### config.mk
export PLATFORM = sky130hd
export DESIGN_NAME = lsq_dcache_arbiter_flat
export DESIGN_NICKNAME = d
export VERILOG_FILES = /design/src/rtl/lsq_dcache_arbiter_if.sv /design/src/rtl/lsq_dcache_arbiter.sv /design/src/flat_wrapper.sv
export SDC_FILE = /design/constraint.sdc
export NUM_CORES = 1
export LEC_CHECK = 0
export CAP_MARGIN = 20
export CORE_AREA = 8 8 153 155
export DETAILED_ROUTE_END_ITERATION = 6
export DIE_AREA = 0 0 161 163
export GPL_TIMING_DRIVEN = 0
export REMOVE_ABC_BUFFERS = 1
export SETUP_SLACK_MARGIN = 0.02
export SLEW_MARGIN = 25
export SYNTH_ARGS = -nofsm -noshare
export SYNTH_HDL_FRONTEND = slang
export SYNTH_SLANG_ARGS = --single-unit
### constraint.sdc
create_clock -name clock -period 6.5 [get_ports clock]
set_clock_uncertainty 0.2 [all_clocks]
set_input_delay 0.65 -clock clock [delete_from_list [all_inputs] [get_ports clock]]
set_output_delay 0.65 -clock clock [all_outputs]
set_load 0.05 [all_outputs]
### src/rtl/lsq_dcache_arbiter_if.sv
// Bundle of the LQ/SQ request, D-cache request/response and LQ response signals.
// slave = arbiter side, master = LSQ/cache environment side.
interface lsq_dcache_arbiter_if #(
    parameter int ADDR_W   = 32,
    parameter int SIZE_W   = 2,
    parameter int BLOCK_W  = 64,
    parameter int ROB_W    = 5,
    parameter int SQ_W     = 8,
    parameter int OUT_W    = 3,
    parameter int STARVE_W = 4
);
    logic               ld_req_valid_i;
    logic [ADDR_W-1:0]  ld_req_addr_i;
    logic [SIZE_W-1:0]  ld_req_size_i;
    logic [ROB_W-1:0]   ld_req_rob_idx_i;
    logic               ld_req_accept_o;
    logic               st_req_valid_i;
    logic [ADDR_W-1:0]  st_req_addr_i;
    logic [SIZE_W-1:0]  st_req_size_i;
    logic [BLOCK_W-1:0] st_req_data_i;
    logic [ROB_W-1:0]   st_req_rob_idx_i;
    logic               st_req_accept_o;
    logic [SQ_W-1:0]    sq_count_i;
    logic [ADDR_W-1:0]  dc_addr_o;
    logic [1:0]         dc_command_o;
    logic [SIZE_W-1:0]  dc_size_o;
    logic [BLOCK_W-1:0] dc_store_data_o;
    logic [ROB_W-1:0]   dc_rob_idx_o;
    logic               dc_req_accept_i;
    logic               dc_valid_out_i;
    logic [BLOCK_W-1:0] dc_data_out_i;
    logic [ROB_W-1:0]   dc_data_rob_idx_i;
    logic               ld_resp_valid_o;
    logic [BLOCK_W-1:0] ld_resp_data_o;
    logic [ROB_W-1:0]   ld_resp_rob_idx_o;
    logic [OUT_W-1:0]   outstanding_o;
    logic [1:0]         dbg_state;
    logic [STARVE_W-1:0] dbg_starve_cnt;
    logic               dbg_drain_mode;

    // Handshake: a request transfers on a cycle where the cache sees a non-NONE
    // command and dc_req_accept_i is high; the requester holds its fields until then.
    modport slave (
        input  ld_req_valid_i, ld_req_addr_i, ld_req_size_i, ld_req_rob_idx_i,
        input  st_req_valid_i, st_req_addr_i, st_req_size_i, st_req_data_i, st_req_rob_idx_i,
        input  sq_count_i, dc_req_accept_i, dc_valid_out_i, dc_data_out_i, dc_data_rob_idx_i,
        output ld_req_accept_o, st_req_accept_o,
        output dc_addr_o, dc_command_o, dc_size_o, dc_store_data_o, dc_rob_idx_o,
        output ld_resp_valid_o, ld_resp_data_o, ld_resp_rob_idx_o, outstanding_o,
        output dbg_state, dbg_starve_cnt, dbg_drain_mode
    );

    modport master (
        output ld_req_valid_i, ld_req_addr_i, ld_req_size_i, ld_req_rob_idx_i,
        output st_req_valid_i, st_req_addr_i, st_req_size_i, st_req_data_i, st_req_rob_idx_i,
        output sq_count_i, dc_req_accept_i, dc_valid_out_i, dc_data_out_i, dc_data_rob_idx_i,
        input  ld_req_accept_o, st_req_accept_o,
        input  dc_addr_o, dc_command_o, dc_size_o, dc_store_data_o, dc_rob_idx_o,
        input  ld_resp_valid_o, ld_resp_data_o, ld_resp_rob_idx_o, outstanding_o,
        input  dbg_state, dbg_starve_cnt, dbg_drain_mode
    );
endinterface

### src/rtl/lsq_dcache_arbiter.sv
// Shares one D-cache request port between LQ and SQ with grant lock, drain mode and
// store starvation guard. Optional perf counters under `LSQ_ARB_PERF_EN.
module lsq_dcache_arbiter #(
    parameter int STARVE_LIMIT    = 8,
    parameter int DRAIN_HI        = 6,
    parameter int DRAIN_LO        = 2,
    parameter int MAX_OUTSTANDING = 4,
    parameter int SQ_SIZE         = 128,
    parameter int ADDR_W          = 32,
    parameter int SIZE_W          = 2,
    parameter int BLOCK_W         = 64,
    parameter int ROB_W           = 5
) (
    input  logic clock,
    input  logic reset,
    lsq_dcache_arbiter_if.slave bus
`ifdef LSQ_ARB_PERF_EN
    ,
    output logic [31:0] perf_ld_grants_o,
    output logic [31:0] perf_st_grants_o,
    output logic [31:0] perf_forced_o,
    output logic [31:0] perf_conflict_o
`endif
);
    localparam int SQ_W     = $clog2(SQ_SIZE + 1);
    localparam int OUT_W    = $clog2(MAX_OUTSTANDING + 1);
    localparam int STARVE_W = $clog2(STARVE_LIMIT + 1);

    localparam logic [1:0] MEM_NONE  = 2'd0;
    localparam logic [1:0] MEM_LOAD  = 2'd1;
    localparam logic [1:0] MEM_STORE = 2'd2;

    localparam logic [SQ_W-1:0]     DRAIN_HI_C  = SQ_W'(DRAIN_HI);
    localparam logic [SQ_W-1:0]     DRAIN_LO_C  = SQ_W'(DRAIN_LO);
    localparam logic [OUT_W-1:0]    MAX_OUT_C   = OUT_W'(MAX_OUTSTANDING);
    localparam logic [STARVE_W-1:0] STARVE_LIM_C = STARVE_W'(STARVE_LIMIT);

    typedef enum logic [1:0] {ARB = 2'd0, LOCK_LD = 2'd1, LOCK_ST = 2'd2} state_e;

    state_e              state, state_next;
    logic [STARVE_W-1:0] starve_cnt;
    logic                drain_mode;
    logic [OUT_W-1:0]    outstanding;
    logic                ld_elig, st_elig, forced;
    logic                grant_ld, grant_st;
    logic                ld_accept, st_accept;

    assign ld_elig = bus.ld_req_valid_i && (outstanding < MAX_OUT_C);
    assign st_elig = bus.st_req_valid_i;

    always_ff @(posedge clock) begin
        if (reset) state <= ARB;
        else       state <= state_next;
    end

    // Locked states ignore priority and only follow the locked requester's valid.
    always_comb begin
        state_next = state;
        grant_ld   = 1'b0;
        grant_st   = 1'b0;
        forced     = 1'b0;
        case (state)
            ARB: begin
                forced = (starve_cnt == STARVE_LIM_C) && st_elig;
                if (forced) begin
                    grant_st = 1'b1;
                end else if (drain_mode) begin
                    grant_st = st_elig;
                    grant_ld = !st_elig && ld_elig;
                end else begin
                    grant_ld = ld_elig;
                    grant_st = !ld_elig && st_elig;
                end
            end
            LOCK_LD: grant_ld = bus.ld_req_valid_i;
            LOCK_ST: grant_st = bus.st_req_valid_i;
            default: ;
        endcase
        if (grant_ld && !bus.dc_req_accept_i)      state_next = LOCK_LD;
        else if (grant_st && !bus.dc_req_accept_i) state_next = LOCK_ST;
        else                                       state_next = ARB;
    end

    assign ld_accept = grant_ld && bus.dc_req_accept_i;
    assign st_accept = grant_st && bus.dc_req_accept_i;

    always_comb begin
        bus.dc_command_o    = MEM_NONE;
        bus.dc_addr_o       = '0;
        bus.dc_size_o       = '0;
        bus.dc_store_data_o = '0;
        bus.dc_rob_idx_o    = '0;
        if (grant_ld) begin
            bus.dc_command_o = MEM_LOAD;
            bus.dc_addr_o    = bus.ld_req_addr_i;
            bus.dc_size_o    = bus.ld_req_size_i;
            bus.dc_rob_idx_o = bus.ld_req_rob_idx_i;
        end else if (grant_st) begin
            bus.dc_command_o    = MEM_STORE;
            bus.dc_addr_o       = bus.st_req_addr_i;
            bus.dc_size_o       = bus.st_req_size_i;
            bus.dc_store_data_o = bus.st_req_data_i;
            bus.dc_rob_idx_o    = bus.st_req_rob_idx_i;
        end
    end

    always_ff @(posedge clock) begin
        if (reset) begin
            starve_cnt  <= '0;
            drain_mode  <= 1'b0;
            outstanding <= '0;
        end else begin
            if (bus.st_req_valid_i && !st_accept) begin
                if (starve_cnt != STARVE_LIM_C) starve_cnt <= starve_cnt + 1'b1;
            end else begin
                starve_cnt <= '0;
            end
            if (bus.sq_count_i >= DRAIN_HI_C)      drain_mode <= 1'b1;
            else if (bus.sq_count_i <= DRAIN_LO_C) drain_mode <= 1'b0;
            // Responses for loads issued before reset must not underflow the count.
            if (ld_accept && !bus.dc_valid_out_i)
                outstanding <= outstanding + 1'b1;
            else if (!ld_accept && bus.dc_valid_out_i && outstanding != '0)
                outstanding <= outstanding - 1'b1;
        end
    end

`ifdef LSQ_ARB_PERF_EN
    always_ff @(posedge clock) begin
        if (reset) begin
            perf_ld_grants_o <= '0;
            perf_st_grants_o <= '0;
            perf_forced_o    <= '0;
            perf_conflict_o  <= '0;
        end else begin
            if (ld_accept) perf_ld_grants_o <= perf_ld_grants_o + 32'd1;
            if (st_accept) perf_st_grants_o <= perf_st_grants_o + 32'd1;
            if (forced)    perf_forced_o    <= perf_forced_o + 32'd1;
            if (bus.ld_req_valid_i && bus.st_req_valid_i)
                perf_conflict_o <= perf_conflict_o + 32'd1;
        end
    end
`endif

    assign bus.ld_req_accept_o   = ld_accept;
    assign bus.st_req_accept_o   = st_accept;
    assign bus.ld_resp_valid_o   = bus.dc_valid_out_i;
    assign bus.ld_resp_data_o    = bus.dc_data_out_i;
    assign bus.ld_resp_rob_idx_o = bus.dc_data_rob_idx_i;
    assign bus.outstanding_o     = outstanding;
    assign bus.dbg_state         = state;
    assign bus.dbg_starve_cnt    = starve_cnt;
    assign bus.dbg_drain_mode    = drain_mode;
endmodule
### src/flat_wrapper.sv
// flat-port wrapper written by rule: the top's interface ports become plain ports
module lsq_dcache_arbiter_flat 
#(
    parameter int STARVE_LIMIT    = 8,
    parameter int DRAIN_HI        = 6,
    parameter int DRAIN_LO        = 2,
    parameter int MAX_OUTSTANDING = 4,
    parameter int SQ_SIZE         = 128,
    parameter int ADDR_W          = 32,
    parameter int SIZE_W          = 2,
    parameter int BLOCK_W         = 64,
    parameter int ROB_W           = 5
)
  (clock, reset, bus_ld_req_valid_i, bus_ld_req_addr_i, bus_ld_req_size_i, bus_ld_req_rob_idx_i, bus_st_req_valid_i, bus_st_req_addr_i, bus_st_req_size_i, bus_st_req_data_i, bus_st_req_rob_idx_i, bus_sq_count_i, bus_dc_req_accept_i, bus_dc_valid_out_i, bus_dc_data_out_i, bus_dc_data_rob_idx_i, bus_ld_req_accept_o, bus_st_req_accept_o, bus_dc_addr_o, bus_dc_command_o, bus_dc_size_o, bus_dc_store_data_o, bus_dc_rob_idx_o, bus_ld_resp_valid_o, bus_ld_resp_data_o, bus_ld_resp_rob_idx_o, bus_outstanding_o, bus_dbg_state, bus_dbg_starve_cnt, bus_dbg_drain_mode);
  lsq_dcache_arbiter_if #(.ADDR_W(ADDR_W), .SIZE_W(SIZE_W), .BLOCK_W(BLOCK_W), .ROB_W(ROB_W)) bus_i ();
  input  logic clock;
  input  logic reset;
  input wire logic [$bits(bus_i.ld_req_valid_i)-1:0] bus_ld_req_valid_i;
  input wire logic [$bits(bus_i.ld_req_addr_i)-1:0] bus_ld_req_addr_i;
  input wire logic [$bits(bus_i.ld_req_size_i)-1:0] bus_ld_req_size_i;
  input wire logic [$bits(bus_i.ld_req_rob_idx_i)-1:0] bus_ld_req_rob_idx_i;
  input wire logic [$bits(bus_i.st_req_valid_i)-1:0] bus_st_req_valid_i;
  input wire logic [$bits(bus_i.st_req_addr_i)-1:0] bus_st_req_addr_i;
  input wire logic [$bits(bus_i.st_req_size_i)-1:0] bus_st_req_size_i;
  input wire logic [$bits(bus_i.st_req_data_i)-1:0] bus_st_req_data_i;
  input wire logic [$bits(bus_i.st_req_rob_idx_i)-1:0] bus_st_req_rob_idx_i;
  input wire logic [$bits(bus_i.sq_count_i)-1:0] bus_sq_count_i;
  input wire logic [$bits(bus_i.dc_req_accept_i)-1:0] bus_dc_req_accept_i;
  input wire logic [$bits(bus_i.dc_valid_out_i)-1:0] bus_dc_valid_out_i;
  input wire logic [$bits(bus_i.dc_data_out_i)-1:0] bus_dc_data_out_i;
  input wire logic [$bits(bus_i.dc_data_rob_idx_i)-1:0] bus_dc_data_rob_idx_i;
  output wire logic [$bits(bus_i.ld_req_accept_o)-1:0] bus_ld_req_accept_o;
  output wire logic [$bits(bus_i.st_req_accept_o)-1:0] bus_st_req_accept_o;
  output wire logic [$bits(bus_i.dc_addr_o)-1:0] bus_dc_addr_o;
  output wire logic [$bits(bus_i.dc_command_o)-1:0] bus_dc_command_o;
  output wire logic [$bits(bus_i.dc_size_o)-1:0] bus_dc_size_o;
  output wire logic [$bits(bus_i.dc_store_data_o)-1:0] bus_dc_store_data_o;
  output wire logic [$bits(bus_i.dc_rob_idx_o)-1:0] bus_dc_rob_idx_o;
  output wire logic [$bits(bus_i.ld_resp_valid_o)-1:0] bus_ld_resp_valid_o;
  output wire logic [$bits(bus_i.ld_resp_data_o)-1:0] bus_ld_resp_data_o;
  output wire logic [$bits(bus_i.ld_resp_rob_idx_o)-1:0] bus_ld_resp_rob_idx_o;
  output wire logic [$bits(bus_i.outstanding_o)-1:0] bus_outstanding_o;
  output wire logic [$bits(bus_i.dbg_state)-1:0] bus_dbg_state;
  output wire logic [$bits(bus_i.dbg_starve_cnt)-1:0] bus_dbg_starve_cnt;
  output wire logic [$bits(bus_i.dbg_drain_mode)-1:0] bus_dbg_drain_mode;
  assign bus_i.ld_req_valid_i = bus_ld_req_valid_i;
  assign bus_i.ld_req_addr_i = bus_ld_req_addr_i;
  assign bus_i.ld_req_size_i = bus_ld_req_size_i;
  assign bus_i.ld_req_rob_idx_i = bus_ld_req_rob_idx_i;
  assign bus_i.st_req_valid_i = bus_st_req_valid_i;
  assign bus_i.st_req_addr_i = bus_st_req_addr_i;
  assign bus_i.st_req_size_i = bus_st_req_size_i;
  assign bus_i.st_req_data_i = bus_st_req_data_i;
  assign bus_i.st_req_rob_idx_i = bus_st_req_rob_idx_i;
  assign bus_i.sq_count_i = bus_sq_count_i;
  assign bus_i.dc_req_accept_i = bus_dc_req_accept_i;
  assign bus_i.dc_valid_out_i = bus_dc_valid_out_i;
  assign bus_i.dc_data_out_i = bus_dc_data_out_i;
  assign bus_i.dc_data_rob_idx_i = bus_dc_data_rob_idx_i;
  assign bus_ld_req_accept_o = bus_i.ld_req_accept_o;
  assign bus_st_req_accept_o = bus_i.st_req_accept_o;
  assign bus_dc_addr_o = bus_i.dc_addr_o;
  assign bus_dc_command_o = bus_i.dc_command_o;
  assign bus_dc_size_o = bus_i.dc_size_o;
  assign bus_dc_store_data_o = bus_i.dc_store_data_o;
  assign bus_dc_rob_idx_o = bus_i.dc_rob_idx_o;
  assign bus_ld_resp_valid_o = bus_i.ld_resp_valid_o;
  assign bus_ld_resp_data_o = bus_i.ld_resp_data_o;
  assign bus_ld_resp_rob_idx_o = bus_i.ld_resp_rob_idx_o;
  assign bus_outstanding_o = bus_i.outstanding_o;
  assign bus_dbg_state = bus_i.dbg_state;
  assign bus_dbg_starve_cnt = bus_i.dbg_starve_cnt;
  assign bus_dbg_drain_mode = bus_i.dbg_drain_mode;
  lsq_dcache_arbiter #(.STARVE_LIMIT(STARVE_LIMIT), .DRAIN_HI(DRAIN_HI), .DRAIN_LO(DRAIN_LO), .MAX_OUTSTANDING(MAX_OUTSTANDING), .SQ_SIZE(SQ_SIZE), .ADDR_W(ADDR_W), .SIZE_W(SIZE_W), .BLOCK_W(BLOCK_W), .ROB_W(ROB_W)) u_core (.clock(clock), .reset(reset), .bus(bus_i));
endmodule
**Word-level counts from Yosys, hierarchy flattened**

Index checks and enable logic that the tools add are counted.

- Bits of input ports: 225
- Register bits after elaboration: 10
- Word-level logic and storage cells: 62

- Reduce and logical (&&, ||, !) cells: 24
- Order comparisons: 3
- Bitwise logic cells: 1
- Equal/unequal tests: 4
- Add/sub/neg operators: 3
- Mux-type cells: 22

Operator list:

| operator | count |
|---|---|
| 64-bit two-way mux | 2 |
| 32-bit two-way mux | 2 |
| 1-bit logical AND | 12 |
| 2-bit two-way mux | 5 |
| 5-bit two-way mux | 2 |
| 8-bit by 3-bit greater-or-equal comparator with 1-bit output (second input constant) | 1 |
| 8-bit by 2-bit <= comparator with 1-bit output (second input constant) | 1 |
| 1-bit two-way mux | 7 |
| 1-bit logical NOT | 6 |
| 3-bit two-way mux | 2 |
| 4-bit by 1-bit adder with 4-bit output (second input constant) | 1 |
| 4-bit == test (second input constant) | 1 |
| 4-bit inequality test (second input constant) | 1 |
| 1-bit one-hot mux with 2 select lines | 2 |
| 2-bit nonzero test | 2 |
| 2-bit OR reduction | 2 |
| 3-bit by 1-bit adder with 3-bit output (second input constant) | 1 |
| 3-bit less-than comparator (second input constant) | 1 |
| 3-bit nonzero test | 1 |
| 3-bit by 1-bit subtractor with 3-bit output (second input constant) | 1 |
| 2-bit by 1-bit == test with 1-bit output (second input constant) | 1 |
| 2-bit == test (second input constant) | 1 |
| 2-bit logical NOT | 1 |
| 1-bit inverter | 1 |

**Depth between registers and ports, before layout**

Gate-level depths: netlist of the first run.

- Word-level depth: 12
- Depth in mapped cells: 10
- Depth with buffers taken out: 10

**Worst setup path after synthesis of the first run**

OpenSTA, ideal clock, no wires.

- Path kind: register -> register
- Start point: register u_core.starve_cnt[0] (netlist: u_core.bus.dbg_starve_cnt[0])
- End point: register u_core.outstanding[2] (netlist: u_core.bus.outstanding_o[2])
- Period minus slack after synthesis: 3.717 ns
- Slack: 2.783 ns
- Required time: 6.179 ns
- Buffers on the path: 0
- Cell stages (with the launch flop): 11
- Arrival: 3.396 ns
- Setup time: 0.121 ns
- Path through: dfxtp_1 inv_1 ha_1 nand3b_4 a211oi_2 nor4b_4 or2b_1 fa_1 or2_2 a2bb2oi_1 mux2_2

- Longest elaborated chain between the ends: 9
- Elaborated cells on any way between the ends: 11
- Classes of those cells: eq/ne: 1; mux: 3; reduce/logical: 7

RTL lines:

| item | RTL line | text |
|---|---|---|
| start: declaration | lsq_dcache_arbiter.sv:41 | `logic [STARVE_W-1:0] starve_cnt;` |
| start signal: assignment | lsq_dcache_arbiter.sv:114 | `if (starve_cnt != STARVE_LIM_C) starve_cnt <= starve_cnt + 1'b1;` |
| 4-bit == test (*) | lsq_dcache_arbiter.sv:64 | `forced = (starve_cnt == STARVE_LIM_C) && st_elig;` |
| 1-bit logical AND (*) | lsq_dcache_arbiter.sv:64 |  |
| 1-bit two-way mux (*) | lsq_dcache_arbiter.sv:65 | `if (forced) begin` |
| 1-bit one-hot mux with 2 select lines (*) | lsq_dcache_arbiter.sv:62 | `case (state)` |
| 1-bit logical AND (*) | lsq_dcache_arbiter.sv:84 | `assign ld_accept = grant_ld && bus.dc_req_accept_i;` |
| named net bus_ld_req_accept_o | flat_wrapper.sv:32 | `output wire logic [$bits(bus_i.ld_req_accept_o)-1:0] bus_ld_req_accept_o;` |
| 1-bit logical NOT | lsq_dcache_arbiter.sv:123 | `else if (!ld_accept && bus.dc_valid_out_i && outstanding != '0)` |
| 1-bit logical AND (2 in a row) | lsq_dcache_arbiter.sv:123 |  |
| 2-bit nonzero test (no source line) | -- |  |
| end signal: assignment | lsq_dcache_arbiter.sv:122 | `outstanding <= outstanding + 1'b1;` |
| end signal: assignment | lsq_dcache_arbiter.sv:124 | `outstanding <= outstanding - 1'b1;` |
| end: declaration | lsq_dcache_arbiter.sv:43 | `logic [OUT_W-1:0] outstanding;` |

The timed path passes the listed nets; every way through them passes the cells marked *.
A chain may end at the register's enable or synchronous reset.

**Worst setup path in the final report of the first run**

- Start point: input port bus_ld_req_valid_i
- End point: output port bus_dc_addr_o[14]

- Longest elaborated chain between the ends: 8
- Elaborated cells on any way between the ends: 12
- Classes of those cells: mux: 8; reduce/logical: 4

RTL lines:

| item | RTL line | text |
|---|---|---|
| start: declaration | flat_wrapper.sv:18 | `input wire logic [$bits(bus_i.ld_req_valid_i)-1:0] bus_ld_req_valid_i;` |
| 1-bit logical AND | lsq_dcache_arbiter.sv:48 | `assign ld_elig = bus.ld_req_valid_i && (outstanding < MAX_OUT_C);` |
| 1-bit logical NOT | lsq_dcache_arbiter.sv:72 | `grant_st = !ld_elig && st_elig;` |
| 1-bit logical AND | lsq_dcache_arbiter.sv:72 |  |
| 1-bit two-way mux | lsq_dcache_arbiter.sv:67 | `end else if (drain_mode) begin` |
| 1-bit two-way mux | lsq_dcache_arbiter.sv:65 |  |
| 1-bit one-hot mux with 2 select lines | lsq_dcache_arbiter.sv:62 |  |
| 32-bit two-way mux | lsq_dcache_arbiter.sv:98 | `end else if (grant_st) begin` |
| 32-bit two-way mux (*) | lsq_dcache_arbiter.sv:93 | `if (grant_ld) begin` |
| end: declaration | flat_wrapper.sv:34 | `output wire logic [$bits(bus_i.dc_addr_o)-1:0] bus_dc_addr_o;` |

Mark *: on every way between the ends. The rest lies on a longest branch, timed or not.

==> results of run 1 <==
-- flip-flops by register name, summed over array words and instances, names as in the netlist --
signal                     flops
u_core.bus.outstanding_o       3
u_core.bus.dbg_drain_mode      1
u_core.bus.dbg_starve_cnt      4
u_core.bus.dbg_state           2
-- layout by cell type (no fill, tap or decap), types with 2 or more instances in the layout --
| master | Yosys | layout |
|---|---|---|
| mux2_4 | 2 | 2 |
| buf_6 | 0 | 2 |
| a21o_1 | 2 | 2 |
| a21oi_1 | 2 | 2 |
| inv_1 | 4 | 4 |
| and3_1 | 65 | 65 |
| a31oi_1 | 3 | 2 |
| nand3_1 | 2 | 2 |
| nor2b_1 | 3 | 3 |
| dfxtp_1 | 10 | 10 |
| nor3b_1 | 3 | 3 |
| ha_1 | 2 | 2 |
| clkbuf_16 | 0 | 3 |
| nand2_1 | 2 | 2 |
| buf_12 | 0 | 2 |
| clkdlybuf4s50_1 | 0 | 272 |
| a22o_1 | 39 | 39 |
| nand3b_1 | 2 | 2 |
| nor2_1 | 6 | 6 |
-- cell families after synthesis --
family | after synthesis
and+or+nand+nor | 93
muxes | 4
DFF | 10
buffers and inverters | 99
xor gates and xnor gates | 2
adders and majority gates | 3
AOI/OAI and AO/OA | 51
-- metrics by stage --
stage | setup TNS (ns) | setup WS, ns | instances | hold slack (ns)
6_report | 0 | 2.00 | 725 | 0.369
5_1_grt | 0 | 1.84 | 725 | 0.423
4_1_cts | 0 | 1.96 | 725 | 0.374
3_5_place_dp | 0 | 1.98 | 721 | 0.368
3_3_place_gp | -55.37 | -1.39 | 715 | 0.360
2_1_floorplan | 0 | 1.02 | 167 | 0.519
-- routing by layer --
| layer | global-route usage | vias up | part of all wire |
|---|---|---|---|
| met2 | 0.250 | 301 | 0.44 |
| li1 | - | 1248 | - |
| met5 | 0.0643 | - | 0.013 |
| met4 | 0.00589 | 16 | 0.0024 |
| met3 | 0.202 | 18 | 0.25 |
| met1 | 0.125 | 1214 | 0.29 |
-- power by group through the flow --
stage | logic, W | registers, W | clock network [W]
5_1_grt | 0.000892 | 0.0000906 | 0.000129
4_1_cts | 0.000862 | 0.0000884 | 0.000126
6_report | 0.000855 | 0.0000880 | 0.000124
2_1_floorplan | 0.000475 | 0.000117 | 0
3_5_place_dp | 0.000859 | 0.0000890 | 0
3_3_place_gp | 0.000832 | 0.0000886 | 0
-- worst min-delay path, delay by kind of cell, from the launching register on --
family	cells	cell delay, ns
AOI/OAI and AO/OA	1	0.06
and+or+nand+nor	1	0.09
DFF	1	0.36
-- worst max-delay path by stage --
stage | slack [ns] | cells after the start | start | endpoint
global route | 1.84 | 8 | bus_ld_req_valid_i | bus_dc_rob_idx_o[4]
CTS | 1.96 | 8 | bus_ld_req_valid_i | bus_dc_addr_o[14]
floorplan | 1.02 | 6 | u_core.bus.dbg_starve_cnt[0] | bus_dc_addr_o[0]
finish | 2.00 | 8 | bus_ld_req_valid_i | bus_dc_addr_o[14]
global placement | -1.39 | 6 | bus_ld_req_valid_i | bus_dc_addr_o[14]
detailed placement | 1.98 | 8 | bus_ld_req_valid_i | bus_dc_addr_o[14]
-- final cells by class --
cell class	count	area [um^2]
Clock buffer	4	88.8
Timing Repair Buffer	279	2830
Multi-Input combinational cell	153	1180
Sequential cell	10	200
Inverter	4	15.0
Fill cell	2307	16200
Tap cell	275	344
==> impl_metrics.ini, run 1 <==
[run_status]
status = finished clean

[yosys]
synth-compound-area-share = 0.215
yosys_register_bits = 10
synth-xor-area-share = 0.00876
synth_cell_types = 39
synth.avg_cell_area_um2 = 7.63
synth_fa_ha_area_frac = 0.0225
synth_common_cells = 71 x buf_4, 65 x and3_1, 39 x a22o_1, 18 x clkbuf_1, 10 x dfxtp_1
synthSimpleGateAreaFrac = 0.305
synth_edf_count = 0
synth_area_leader_cell = buf_4
synth_top_family_by_area = buffers and inverters
yosys_warnings = 0
synth.most_common_cell = buf_4
synthMuxAreaShare = 0.0257
synth_top_area_share = 0.267
async_flop_share = 0
ys_seq_area_frac = 0.100
syn_area_um2 = 2000
synth-main-ff-cell = dfxtp_1
synth_top_cells_by_area = buf_4 27%, and3_1 20%, a22o_1 17%
syn_inst = 262

[global_routing]
grt_util_all_layers = 0.160
grt-ovfl-total = 0
grt_start_max_net_pins = 51
grt_pass1_vias = 2840
antenna_found_initial = 7
grt_pass1_wl_um = 28300

[critical_path]
path_cells = clkdlybuf4s50_1 > nor3b_2 > a211oi_2 > nor3_4 > buf_6 > buf_6 > a22o_1 > clkdlybuf4s50_1
timing.rr.start = u_core.bus.dbg_starve_cnt[0]
start_kind = input port
crit_path_end_kind = output port
crit_path_top_delay_cell = clkdlybuf4s50_1
cpPeakStageDelay_ns = 0.82
crit_type = input port to output port
rrSetupSlack_ns = 3.34
r2r_cells = 10
path_buf_inv = 4
crit_family = buffers and inverters
worst_ep_required_time_ns = 5.65
critPathMaxFanout = 16
reg2reg_to = u_core.bus.outstanding_o[2]
arrival_ns = 3.65

[floorplan]
start_util = 0.0960
boundaryPins = 412
die_x_um = 161
core.rowCount = 53
dieHeight_um = 163
dieArea_um2 = 26200
core_area_um2 = 20800

[drt]
via_per_inst = 3.86
wl_per_cell_um = 31.2
firstDrtPassIters = 4
drt_iter0_drc = 158
drc_errors = 0
totalWireLength_um = 22600
ant_nets = 0
num_vias = 2797

[clock_network]
clk_latency_ns = 0.24
cts_sinks = 10
cts.repair.resized = 0
root_buffer = clkbuf_16
htree_levels = 1
cts_max_path_buffers = 2
cts_tree = done
cts_setup_buffers = 0
numCtsBuffers = 3
clk_pin_slew_worst_paths_ns = 0.04
ctsHoldBuffers = 0

[layout]
fin_area_um2 = 4660
fin_util = 0.224
antennaDiodeCount = 0
layout.nets = 679
drive_gt1_frac = 0.0489
area_growth_pct = 133

[power]
power_w = 0.00107
power_density_nw_per_um2 = 229
irDropWorstVdd_uv = 186
share_comb_of_total_power = 0.801
p_int_w = 0.000510
swShare = 0.522
seq_power_share = 0.082
leakagePower_nw = 1.88
netSwitchingPower_w = 0.000557
p_clk_frac = 0.116

[placed_design]
dp_hpwl_um = 20500
place.gp.congestion = 0.769
postPlaceCellArea_um2 = 4570
numPortBuffers = 273

[hold_path]
hold_path_startpoint = u_core.bus.outstanding_o[1]
hold_end = u_core.bus.outstanding_o[1]
hold-path-cell-count = 2
hold_path_class = flop to flop

[sta]
rsz0062_at_grt = no
max_freq_mhz = 222
hold_viol_final = 0
min_period_ns = 4.50
slew_violations = 0
worst_slew_pin_slew_ns = 0.665
max-slew-margin-rel = 0.555
setup_viol = 0
min_period_over_period = 0.692

[job]
maxCapViolations = 0
(Power assumes the default switching activity.)
==> inputs of run 2 (changes only) <==
--- a/config.mk
+++ b/config.mk
@@ -6,9 +6,9 @@
 export NUM_CORES = 1
 export LEC_CHECK = 0
 export CAP_MARGIN = 20
-export CORE_AREA = 8 8 153 155
+export CORE_AREA = 8 8 155 157
 export DETAILED_ROUTE_END_ITERATION = 6
-export DIE_AREA = 0 0 161 163
+export DIE_AREA = 0 0 163 165
 export GPL_TIMING_DRIVEN = 0
 export REMOVE_ABC_BUFFERS = 1
 export SETUP_SLACK_MARGIN = 0.02
==> constraint.sdc (replaced) <==
create_clock -name clock -period 3.9 [get_ports clock]
set_clock_uncertainty 0.2 [all_clocks]
set_input_delay 0.39 -clock clock [delete_from_list [all_inputs] [get_ports clock]]
set_output_delay 0.39 -clock clock [all_outputs]
set_load 0.05 [all_outputs]
==> impl_metrics.ini, run 2 (synthesis gave the netlist of run 1 again) <==
[run_status]
status = finished clean

[placed_design]
numPortBuffers = 273
place.gp.congestion = 0.741
dp_slack_ns = 0.0583
dp_hpwl_um = 18500
dpl.cell_count = 726
postPlaceCellArea_um2 = 4590

[power]
power_density_nw_per_um2 = 373
p_clk_frac = 0.114
share_comb_of_total_power = 0.803
irDropWorstVdd_uv = 253
leakagePower_nw = 2.35
netSwitchingPower_w = 0.000929
p_int_w = 0.000862
seq_power_share = 0.082
swShare = 0.519

[drt]
firstDrtPassIters = 4
num_vias = 2842
drc_errors = 0
ant_nets = 0
drt_iter0_drc = 146
totalWireLength_um = 20800
via_per_inst = 3.88
wl_per_cell_um = 28.4

[floorplan]
dieArea_um2 = 26900
core.rowCount = 54
core_area_um2 = 21500
dieHeight_um = 165
die_x_um = 163
start_util = 0.0931
boundaryPins = 412

[clock_network]
clk_latency_ns = 0.24
cts_max_path_buffers = 2
ctsHoldBuffers = 0
root_buffer = clkbuf_16
clk_pin_slew_worst_paths_ns = 0.04
numCtsBuffers = 3
htree_levels = 1
cts_sinks = 10
cts_tree = done

[sta]
max_freq_mhz = 273
worst_slew_pin_slew_ns = 0.566
setup_tns_ns = 0
max-slew-margin-rel = 0.622
setup_viol = 0
min_period_ns = 3.67
rsz0062_at_grt = no
hold_viol_final = 0
layout_setup_ws_ns = 0.234
hold_ws_ns = 0.367
min_period_over_period = 0.940
slew_violations = 0

[global_routing]
grt-ovfl-total = 0
grt_pass1_vias = 2874
antenna_found_initial = 4
grt_start_max_net_pins = 50
grt_util_all_layers = 0.140
grt_pass1_wl_um = 25800

[hold_path]
hold_path_class = flop to flop
hold_path_startpoint = u_core.bus.dbg_starve_cnt[1]

[critical_path]
path_cells = clkdlybuf4s50_1 > nor3b_2 > a31oi_4 > buf_16 > buf_16 > and2_2 > buf_12 > clkdlybuf4s50_1
crit_path_top_delay_cell = clkdlybuf4s50_1
cpPeakStageDelay_ns = 0.84
arrival_ns = 3.08
crit_type = input port to output port
timing.rr.start = u_core.bus.dbg_starve_cnt[0]
cp-startpoint = bus_ld_req_valid_i
start_kind = input port
worst_ep_required_time_ns = 3.31
crit_path_end_kind = output port
critPathMaxFanout = 38

[layout]
largest_reg_flops = 4
final_common_cell = clkdlybuf4s50_1
fillCellCount = 2337
fin_area_um2 = 4800
layout.nets = 681
drive_gt1_frac = 0.0531
final_cell_mix = 235 x clkdlybuf4s50_1, 65 x and3_1, 39 x a22o_1
final_cells = 733
area_growth_pct = 140

[job]
maxCapViolations = 0
-- run 2: changes by cell type in the layout (fill, tap and decap cells not counted), sizes merged --
cell and change:
clkdlybuf4s50 -37, buf +2, dlymetal6s2s +37, diode +1
-- run 2: area by class of cell --
type | instances | area, um^2 | share of cell area
Timing Repair Buffer | 281 | 2970 | 0.618
Antenna cell | 1 | 2.50 | 0.000521
Inverter | 4 | 15.0 | 0.00313
Tap cell | 280 | 350 | 0.0730
Clock buffer | 4 | 88.8 | 0.0185
Sequential cell | 10 | 200 | 0.0417
Multi-Input combinational cell | 153 | 1180 | 0.245
-- run 2: worst paths after layout --
| kind | end | slack, ns | cells after the start |
|---|---|---|---|
| max reg2reg | u_core.bus.outstanding_o[2] | 0.76 | 10 |
| min | u_core.bus.dbg_starve_cnt[1] | 0.37 | 2 |
| min reg2reg | u_core.bus.dbg_starve_cnt[1] | 0.37 | 2 |
| max | bus_dc_command_o[1] | 0.23 | 8 |
-- run 2: power by group through the flow --
stage                     clock, W  combinational, W  sequential (W)
after floorplan                  0          0.000791        0.000195
after global placement           0           0.00139        0.000148
after detailed placement         0           0.00144        0.000147
after CTS                 0.000207           0.00144        0.000146
after global routing      0.000214           0.00150        0.000151
final                     0.000205           0.00144        0.000147
-- run 2: worst max-delay path, delay by kind of cell --
family	cells	cell delay, ns
buffers and inverters	5	1.87
AOI/OAI and AO/OA	1	0.30
and+or+nand+nor	2	0.45
-- run 2: per-layer routing --
| layer | wire, um | vias to the layer above | part of all wire | GRT usage |
|---|---|---|---|---|
| met5 | 424 | - | 0.020 | 0.113 |
| met4 | 102 | 16 | 0.0049 | 0.0125 |
| met3 | 5390 | 27 | 0.26 | 0.179 |
| met2 | 8770 | 303 | 0.42 | 0.203 |
| met1 | 6100 | 1238 | 0.29 | 0.116 |
| li1 | - | 1258 | - | - |
-- run 2: what timing repair did --
item | CTS | global route
buffers inserted | 0 | 2
endpoints found under the setup margin | 0 | 39
resized for setup | 0 | 37
-- run 2: metrics by stage --
stage | util | power [W]
2_1_floorplan | - | 0.000986
3_3_place_gp | 0.207 | 0.00153
3_5_place_dp | 0.214 | 0.00158
4_1_cts | 0.218 | 0.00179
5_1_grt | 0.223 | 0.00187
6_report | 0.223 | 0.00179
